### src/rtl/rx_serial_pkg.sv
// Shared definitions for the 7O1 serial receiver: FSM state codes, bit-rate
// divisor selection, frame widths and the odd-parity check.
package rx_serial_pkg;

   localparam int DATA_BITS  = 7;
   localparam int FRAME_BITS = 10;

   typedef enum logic [3:0] {
      INICIAL  = 4'd0,
      ESPERA   = 4'd1,
      START    = 4'd2,
      DADOS    = 4'd3,
      PARIDADE = 4'd4,
      STOP     = 4'd5,
      FINAL    = 4'd6
   } estado_t;

   // Clock cycles per bit at 50 MHz; anything other than 115200 falls back to 9600.
   function automatic int contagem_tick(input int baud);
      return (baud == 115200) ? 434 : 5208;
   endfunction

   // True when data plus parity carry an odd number of ones.
   function automatic logic paridade_impar_ok(input logic [DATA_BITS-1:0] dados,
                                              input logic paridade);
      return ^{dados, paridade};
   endfunction

endpackage

### src/rtl/rx_serial_7o1_fd.sv
// Datapath of the 7O1 receiver: bit-time tick counter, bit counter, shift
// register, parity/stop sample registers and the status/output registers.
module rx_serial_7o1_fd
   import rx_serial_pkg::*;
#(
   parameter int CONTAGEM_TICK = 5208,
   parameter int MEIO_TICK     = 2604
) (
   input  logic       clock,
   input  logic       reset,
   input  logic       serial,
   input  logic       zera_tick,
   input  logic       conta_tick,
   input  logic       zera_bit,
   input  logic       amostra_dado,
   input  logic       amostra_paridade,
   input  logic       amostra_stop,
   input  logic       atualiza,
   input  logic       recebe,
   output logic       fim_tick,
   output logic       meio_tick,
   output logic       fim_bit,
   output logic [6:0] dados_ascii,
   output logic       pronto,
   output logic       tem_dado,
   output logic       erro_paridade,
   output logic       erro_stop,
   output logic       erro_overrun
);

   localparam int TW = $clog2(CONTAGEM_TICK);

   logic [TW-1:0]          tick;
   logic [2:0]             bit_cnt;
   logic [DATA_BITS-1:0]   shift_reg;
   logic                   bit_paridade;
   logic                   bit_stop;

   assign fim_tick  = (tick == TW'(CONTAGEM_TICK - 1));
   assign meio_tick = (tick == TW'(MEIO_TICK - 1));
   assign fim_bit   = (bit_cnt == 3'd6);

   always_ff @(posedge clock) begin
      if (!reset)
         tick <= '0;
      else if (zera_tick)
         tick <= '0;
      else if (conta_tick)
         tick <= tick + 1'b1;
   end

   // Bit counter parks at 6 after the last data bit; it is cleared while idle.
   always_ff @(posedge clock) begin
      if (!reset)
         bit_cnt <= '0;
      else if (zera_bit)
         bit_cnt <= '0;
      else if (amostra_dado && !fim_bit)
         bit_cnt <= bit_cnt + 1'b1;
   end

   always_ff @(posedge clock) begin
      if (amostra_dado)
         shift_reg[bit_cnt] <= serial;
      if (amostra_paridade)
         bit_paridade <= serial;
      if (amostra_stop)
         bit_stop <= serial;
   end

   // A completed frame always wins over a same-cycle acknowledge.
   always_ff @(posedge clock) begin
      if (!reset) begin
         dados_ascii   <= '0;
         pronto        <= 1'b0;
         tem_dado      <= 1'b0;
         erro_paridade <= 1'b0;
         erro_stop     <= 1'b0;
         erro_overrun  <= 1'b0;
      end else begin
         pronto <= atualiza;
         if (atualiza) begin
            dados_ascii   <= shift_reg;
            erro_paridade <= ~paridade_impar_ok(shift_reg, bit_paridade);
            erro_stop     <= ~bit_stop;
            erro_overrun  <= tem_dado;
            tem_dado      <= 1'b1;
         end else if (recebe) begin
            tem_dado <= 1'b0;
         end
      end
   end

endmodule

### src/rtl/rx_serial_7o1.sv
// 7O1 UART receiver top: receive FSM plus datapath instance.
// Define RX_SYNC_EN to insert a 2-flop synchronizer on dado_serial (+2 cycles latency).
module rx_serial_7o1
   import rx_serial_pkg::*;
#(
   parameter int BAUD_RATE = 9600
) (
   input  logic       clock,
   input  logic       reset,
   input  logic       dado_serial,
   input  logic       recebe,
   output logic [6:0] dados_ascii,
   output logic       pronto,
   output logic       tem_dado,
   output logic       erro_paridade,
   output logic       erro_stop,
   output logic       erro_overrun,
   output logic [3:0] db_estado
);

   localparam int CONTAGEM_TICK = contagem_tick(BAUD_RATE);
   localparam int MEIO_TICK     = CONTAGEM_TICK / 2;

   estado_t estado, prox;
   logic    linha;
   logic    zera_tick, conta_tick, zera_bit;
   logic    amostra_dado, amostra_paridade, amostra_stop, atualiza;
   logic    fim_tick, meio_tick, fim_bit;

`ifdef RX_SYNC_EN
   logic sinc_a, sinc_b;

   always_ff @(posedge clock) begin
      if (!reset) begin
         sinc_a <= 1'b1;
         sinc_b <= 1'b1;
      end else begin
         sinc_a <= dado_serial;
         sinc_b <= sinc_a;
      end
   end

   assign linha = sinc_b;
`else
   assign linha = dado_serial;
`endif

   always_ff @(posedge clock) begin
      if (!reset)
         estado <= INICIAL;
      else
         estado <= prox;
   end

   always_comb begin
      prox = estado;
      case (estado)
         INICIAL:  prox = ESPERA;
         ESPERA:   if (!linha) prox = START;
         START:    if (meio_tick) prox = linha ? ESPERA : DADOS;
         DADOS:    if (fim_tick && fim_bit) prox = PARIDADE;
         PARIDADE: if (fim_tick) prox = STOP;
         STOP:     if (fim_tick) prox = FINAL;
         FINAL:    prox = ESPERA;
         default:  prox = INICIAL;
      endcase
   end

   // The tick counter restarts at every sample point so each sample lands mid-bit.
   always_comb begin
      zera_tick        = 1'b0;
      conta_tick       = 1'b0;
      zera_bit         = 1'b0;
      amostra_dado     = 1'b0;
      amostra_paridade = 1'b0;
      amostra_stop     = 1'b0;
      atualiza         = 1'b0;
      case (estado)
         INICIAL, ESPERA: begin
            zera_tick = 1'b1;
            zera_bit  = 1'b1;
         end
         START: begin
            zera_tick  = meio_tick;
            conta_tick = ~meio_tick;
         end
         DADOS: begin
            amostra_dado = fim_tick;
            zera_tick    = fim_tick;
            conta_tick   = ~fim_tick;
         end
         PARIDADE: begin
            amostra_paridade = fim_tick;
            zera_tick        = fim_tick;
            conta_tick       = ~fim_tick;
         end
         STOP: begin
            amostra_stop = fim_tick;
            zera_tick    = fim_tick;
            conta_tick   = ~fim_tick;
         end
         FINAL:   atualiza = 1'b1;
         default: zera_tick = 1'b1;
      endcase
   end

   assign db_estado = estado;

   rx_serial_7o1_fd #(
      .CONTAGEM_TICK (CONTAGEM_TICK),
      .MEIO_TICK     (MEIO_TICK)
   ) u_fd (
      .clock            (clock),
      .reset            (reset),
      .serial           (linha),
      .zera_tick        (zera_tick),
      .conta_tick       (conta_tick),
      .zera_bit         (zera_bit),
      .amostra_dado     (amostra_dado),
      .amostra_paridade (amostra_paridade),
      .amostra_stop     (amostra_stop),
      .atualiza         (atualiza),
      .recebe           (recebe),
      .fim_tick         (fim_tick),
      .meio_tick        (meio_tick),
      .fim_bit          (fim_bit),
      .dados_ascii      (dados_ascii),
      .pronto           (pronto),
      .tem_dado         (tem_dado),
      .erro_paridade    (erro_paridade),
      .erro_stop        (erro_stop),
      .erro_overrun     (erro_overrun)
   );

endmodule

### config.mk
export PLATFORM = sky130hd
export DESIGN_NAME = rx_serial_7o1
export DESIGN_NICKNAME = d
export VERILOG_FILES = /design/src/rtl/rx_serial_pkg.sv /design/src/rtl/rx_serial_7o1_fd.sv /design/src/rtl/rx_serial_7o1.sv
export SDC_FILE = /design/constraint.sdc
export NUM_CORES = 1
export LEC_CHECK = 0
export BUFFER_PORTS_ARGS = -buffer_cell sky130_fd_sc_hd__buf_4
export CORE_MARGIN = 2
export CORE_UTILIZATION = 40
export CTS_CLUSTER_DIAMETER = 120
export DETAILED_ROUTE_END_ITERATION = 10
export GPL_TIMING_DRIVEN = 0
export PLACE_DENSITY = 0.65
export SETUP_SLACK_MARGIN = 0.02
export SLEW_MARGIN = 0
export SYNTH_ARGS = -nofsm -noshare
export SYNTH_HDL_FRONTEND = slang
export SYNTH_HIERARCHICAL = 1
export SYNTH_SLANG_ARGS = --single-unit
export TNS_END_PERCENT = 5
### constraint.sdc
create_clock -name clock -period 3.97 [get_ports clock]
set_clock_uncertainty 0.2 [all_clocks]
set_input_delay 0.9925 -clock clock [delete_from_list [all_inputs] [get_ports clock]]
set_output_delay 0.9925 -clock clock [all_outputs]
set_load 0.005 [all_outputs]
==> flow_metrics.env <==
export IMPL_status="finished clean"
export IMPL_seqPwrFrac=0.464
export IMPL_synth_seq_area_share=0.461
export IMPL_critPathKind="flip-flop to flip-flop"
export IMPL_cts_setup_buffers=0
export IMPL_cp_start_kind="flip-flop"
export IMPL_wire_per_inst_um=11.7
export IMPL_dr_pass1_iters=4
export IMPL_cts_sinks=40
export IMPL_max_freq_mhz=285
export IMPL_drc=0
export IMPL_initial_core_util=0.412
export IMPL_nNetsFinal=226
export IMPL_gp_congestion=0.762
export IMPL_r2r_cells=11
export IMPL_antenna_found_initial=0
export IMPL_required_ps=3960
export IMPL_viasPerCell=4.92
export IMPL_multi_input_area_sq_um=973
export IMPL_cts_resized=0
export IMPL_synth_area_leaders="dfxtp_1, edfxtp_1, xnor2_1"
export IMPL_final_common_cell="dfxtp_1"
export IMPL_ant_nets=0
export IMPL_syn_nets=201
export IMPL_endpoint_kind="flip-flop"
export IMPL_die_area_sq_mm=0.00541
export IMPL_portBuffers=18
export IMPL_r2r_end="u_fd/tick[6]"
export IMPL_grt_max_degree=15
export IMPL_ys_warnings_count=6
export IMPL_p_leak_uw=0.000782
export IMPL_drv_cap=0
export IMPL_synth_top_cell_by_area="dfxtp_1"
export IMPL_setup_viol=0
export IMPL_crit_chain="ha_1 -> nor3b_1 -> nand2_1 -> nor4b_1 -> mux2_2 -> o22ai_1 -> clkbuf_2 -> and4_1 -> nand3_1 -> xor2_1 -> nor2_1"
export IMPL_critPathMaxStageDelay_ps=1000
export IMPL_layout_common_cells="dfxtp_1, nor2_1, buf_4, nand2_1, xnor2_1"
export IMPL_power_frac_comb=0.178
export IMPL_power_share_switching=0.264
export IMPL_setup_tns_ps=0
export IMPL_arrival_ps=3510
export IMPL_gr_total_overflow=0
export IMPL_hp_class="flip-flop to flip-flop"
export IMPL_power_switching_uw=250
export IMPL_fin_crit_sh=0.885
export IMPL_die_w_um=73.5
export IMPL_place_inst=266
export IMPL_final_cells=274
export IMPL_std_cell_rows=25
export IMPL_cts_tree="built"
export IMPL_cp_endpoint="u_fd/tick[6]"
export IMPL_dp_hpwl_um=2310
export IMPL_whs_ps=290
export IMPL_drtIter0Drc=45
export IMPL_r2r_start="u_fd/tick[0]"
export IMPL_clockRootBuffer="clkbuf_8"
export IMPL_p_int_uw=696
export IMPL_synthArstFlopShare=0
export IMPL_grt_pass1_vias=1258
export IMPL_track_usage=0.132
export IMPL_synthesis_area_sq_mm=0.00193
export IMPL_drive_gt1_frac=0.200
export IMPL_path_depth=11
export IMPL_setup_worst_path_start="u_fd/tick[0]"
export IMPL_slew_headroom=0.168
export IMPL_total_power_uw=947
export IMPL_reg2reg_slack_ps=460
export IMPL_synth_top_area_frac=0.321
export IMPL_postSynthCellCount=194
export IMPL_synthDistinctLibCells=45
export IMPL_fillers=453
export IMPL_clkPwrFrac=0.358
export IMPL_power_density_mw_per_mm2=421
export IMPL_ios=20
export IMPL_cts_path_max_buffers=2
export IMPL_period_needed_ps=3510
export IMPL_cts_max_level=2
export IMPL_top_usage_layer="met2"
export IMPL_grt_use_met2=0.209
export IMPL_grt_met3_usage=0.0288
export IMPL_grt_pass1_wl_um=5530
export IMPL_clk_latency_ps=290
export IMPL_cp_num_buf_inv=1
export IMPL_area_delta_synth_final_pct=16.4
export IMPL_vias=1349
export IMPL_final_max_slew_viol_count=0
export IMPL_core_area_sq_mm=0.00469
export IMPL_avgSynthCellArea_sq_um=9.96
export IMPL_path_max_fanout=8
export IMPL_synth_seq_cells=40
export IMPL_seqCellArea_sq_um=891
export IMPL_met1_usage=0.164
export IMPL_finalWirelength_um=3210
export IMPL_insertedDiodeCount=0
export IMPL_grt_setup_unrepaired="false"
export IMPL_largest_register_ffs=13
export IMPL_clk_pin_slew_ps=80
export IMPL_cts_hold_buf=0
export IMPL_dieHeight_um=73.5
export IMPL_yosys_most_used_dff="dfxtp_1"
export IMPL_final_core_util=0.480
export IMPL_hold_viol_final=0
export IMPL_worst_slew_pin_slew_ps=1230
export IMPL_synth_edf_count=9
export IMPL_slowest_stage="nor4b_1"
export IMPL_path_delay_family="simple AND/OR/NAND/NOR gates"
export IMPL_ir_worst_vdd_mv=0.190
export IMPL_cts_buffers=5
==> through the flow <==
step	setup WS, ps	area [sq um]
CTS	511	2250
floorplan	1080	1930
global placement	564	2140
finish	458	2250
global route	204	2250
detailed placement	539	2140
==> per-layer routing <==
metal | up-vias | routed length [um]
li1 | 713 | -
met1 | 614 | 1560
met2 | 17 | 1470
met3 | 5 | 115
met4 | 0 | 52
met5 | - | 0
==> area by class of cell <==
cell class	instances	area share
timing repair buffer	18	0.0600
inverter	4	0.00667
sequential	40	0.396
multi-input combinational	142	0.432
clock inverter	3	0.0206
clock buffer	5	0.0306
buffer	8	0.0239
tap	54	0.0300
==> worst register-to-register path: stages, from the launching register on <==
cell and delay (ps):
dfxtp_1 410, ha_1 240, nor3b_1 300, nand2_1 90, nor4b_1 1000, mux2_2 320
o22ai_1 60, clkbuf_2 230, and4_1 250, nand3_1 110, xor2_1 150, nor2_1 50
==> synth_stat cells (2+ instances only) <==
cell type,number
dfxtp_1,31
nor2_1,27
nand2_1,15
xnor2_1,15
nor2b_1,12
mux2i_1,10
edfxtp_1,9
nor3_1,7
nand2b_1,6
inv_1,4
nand4_1,4
o21ai_0,4
xor2_1,4
a21oi_1,3
ha_1,3
nor4_2,3
a31oi_1,2
and2_1,2
buf_2,2
buf_6,2
clkbuf_2,2
nand3_1,2
nand4_4,2
nor3b_1,2
==> cells by family after synthesis <==
kind of cell	after synthesis	synth area share
and+or+nand+nor	93	0.289
DFF	40	0.461
xor gates and xnor gates	19	0.0861
AOI/OAI and AO/OA	15	0.0492
buffers and inverters	12	0.0356
muxes	11	0.0576
adders and majority gates	3	0.0194
other	1	0.00194
==> worst min path at each step <==
stage	slack (ps)	from	cells past startpoint	end
detailed placement	280	u_fd/erro_stop	1	u_fd/erro_stop
CTS	300	u_fd/erro_stop	1	u_fd/erro_stop
global placement	270	u_fd/erro_stop	1	u_fd/erro_stop
global route	300	u_fd/erro_stop	1	u_fd/erro_stop
finish	290	u_fd/erro_stop	1	u_fd/erro_stop
floorplan	280	u_fd/erro_stop	1	u_fd/erro_stop
==> power by group through the flow <==
| stage | sequential [uW] | combinational [uW] | clock, uW |
|---|---|---|---|
| global route | 442 | 188 | 365 |
| CTS | 440 | 170 | 353 |
| global placement | 449 | 169 | 0 |
| finish | 439 | 168 | 339 |
| detailed placement | 449 | 169 | 0 |
| floorplan | 448 | 128 | 0 |
(Power assumes the default switching activity.)
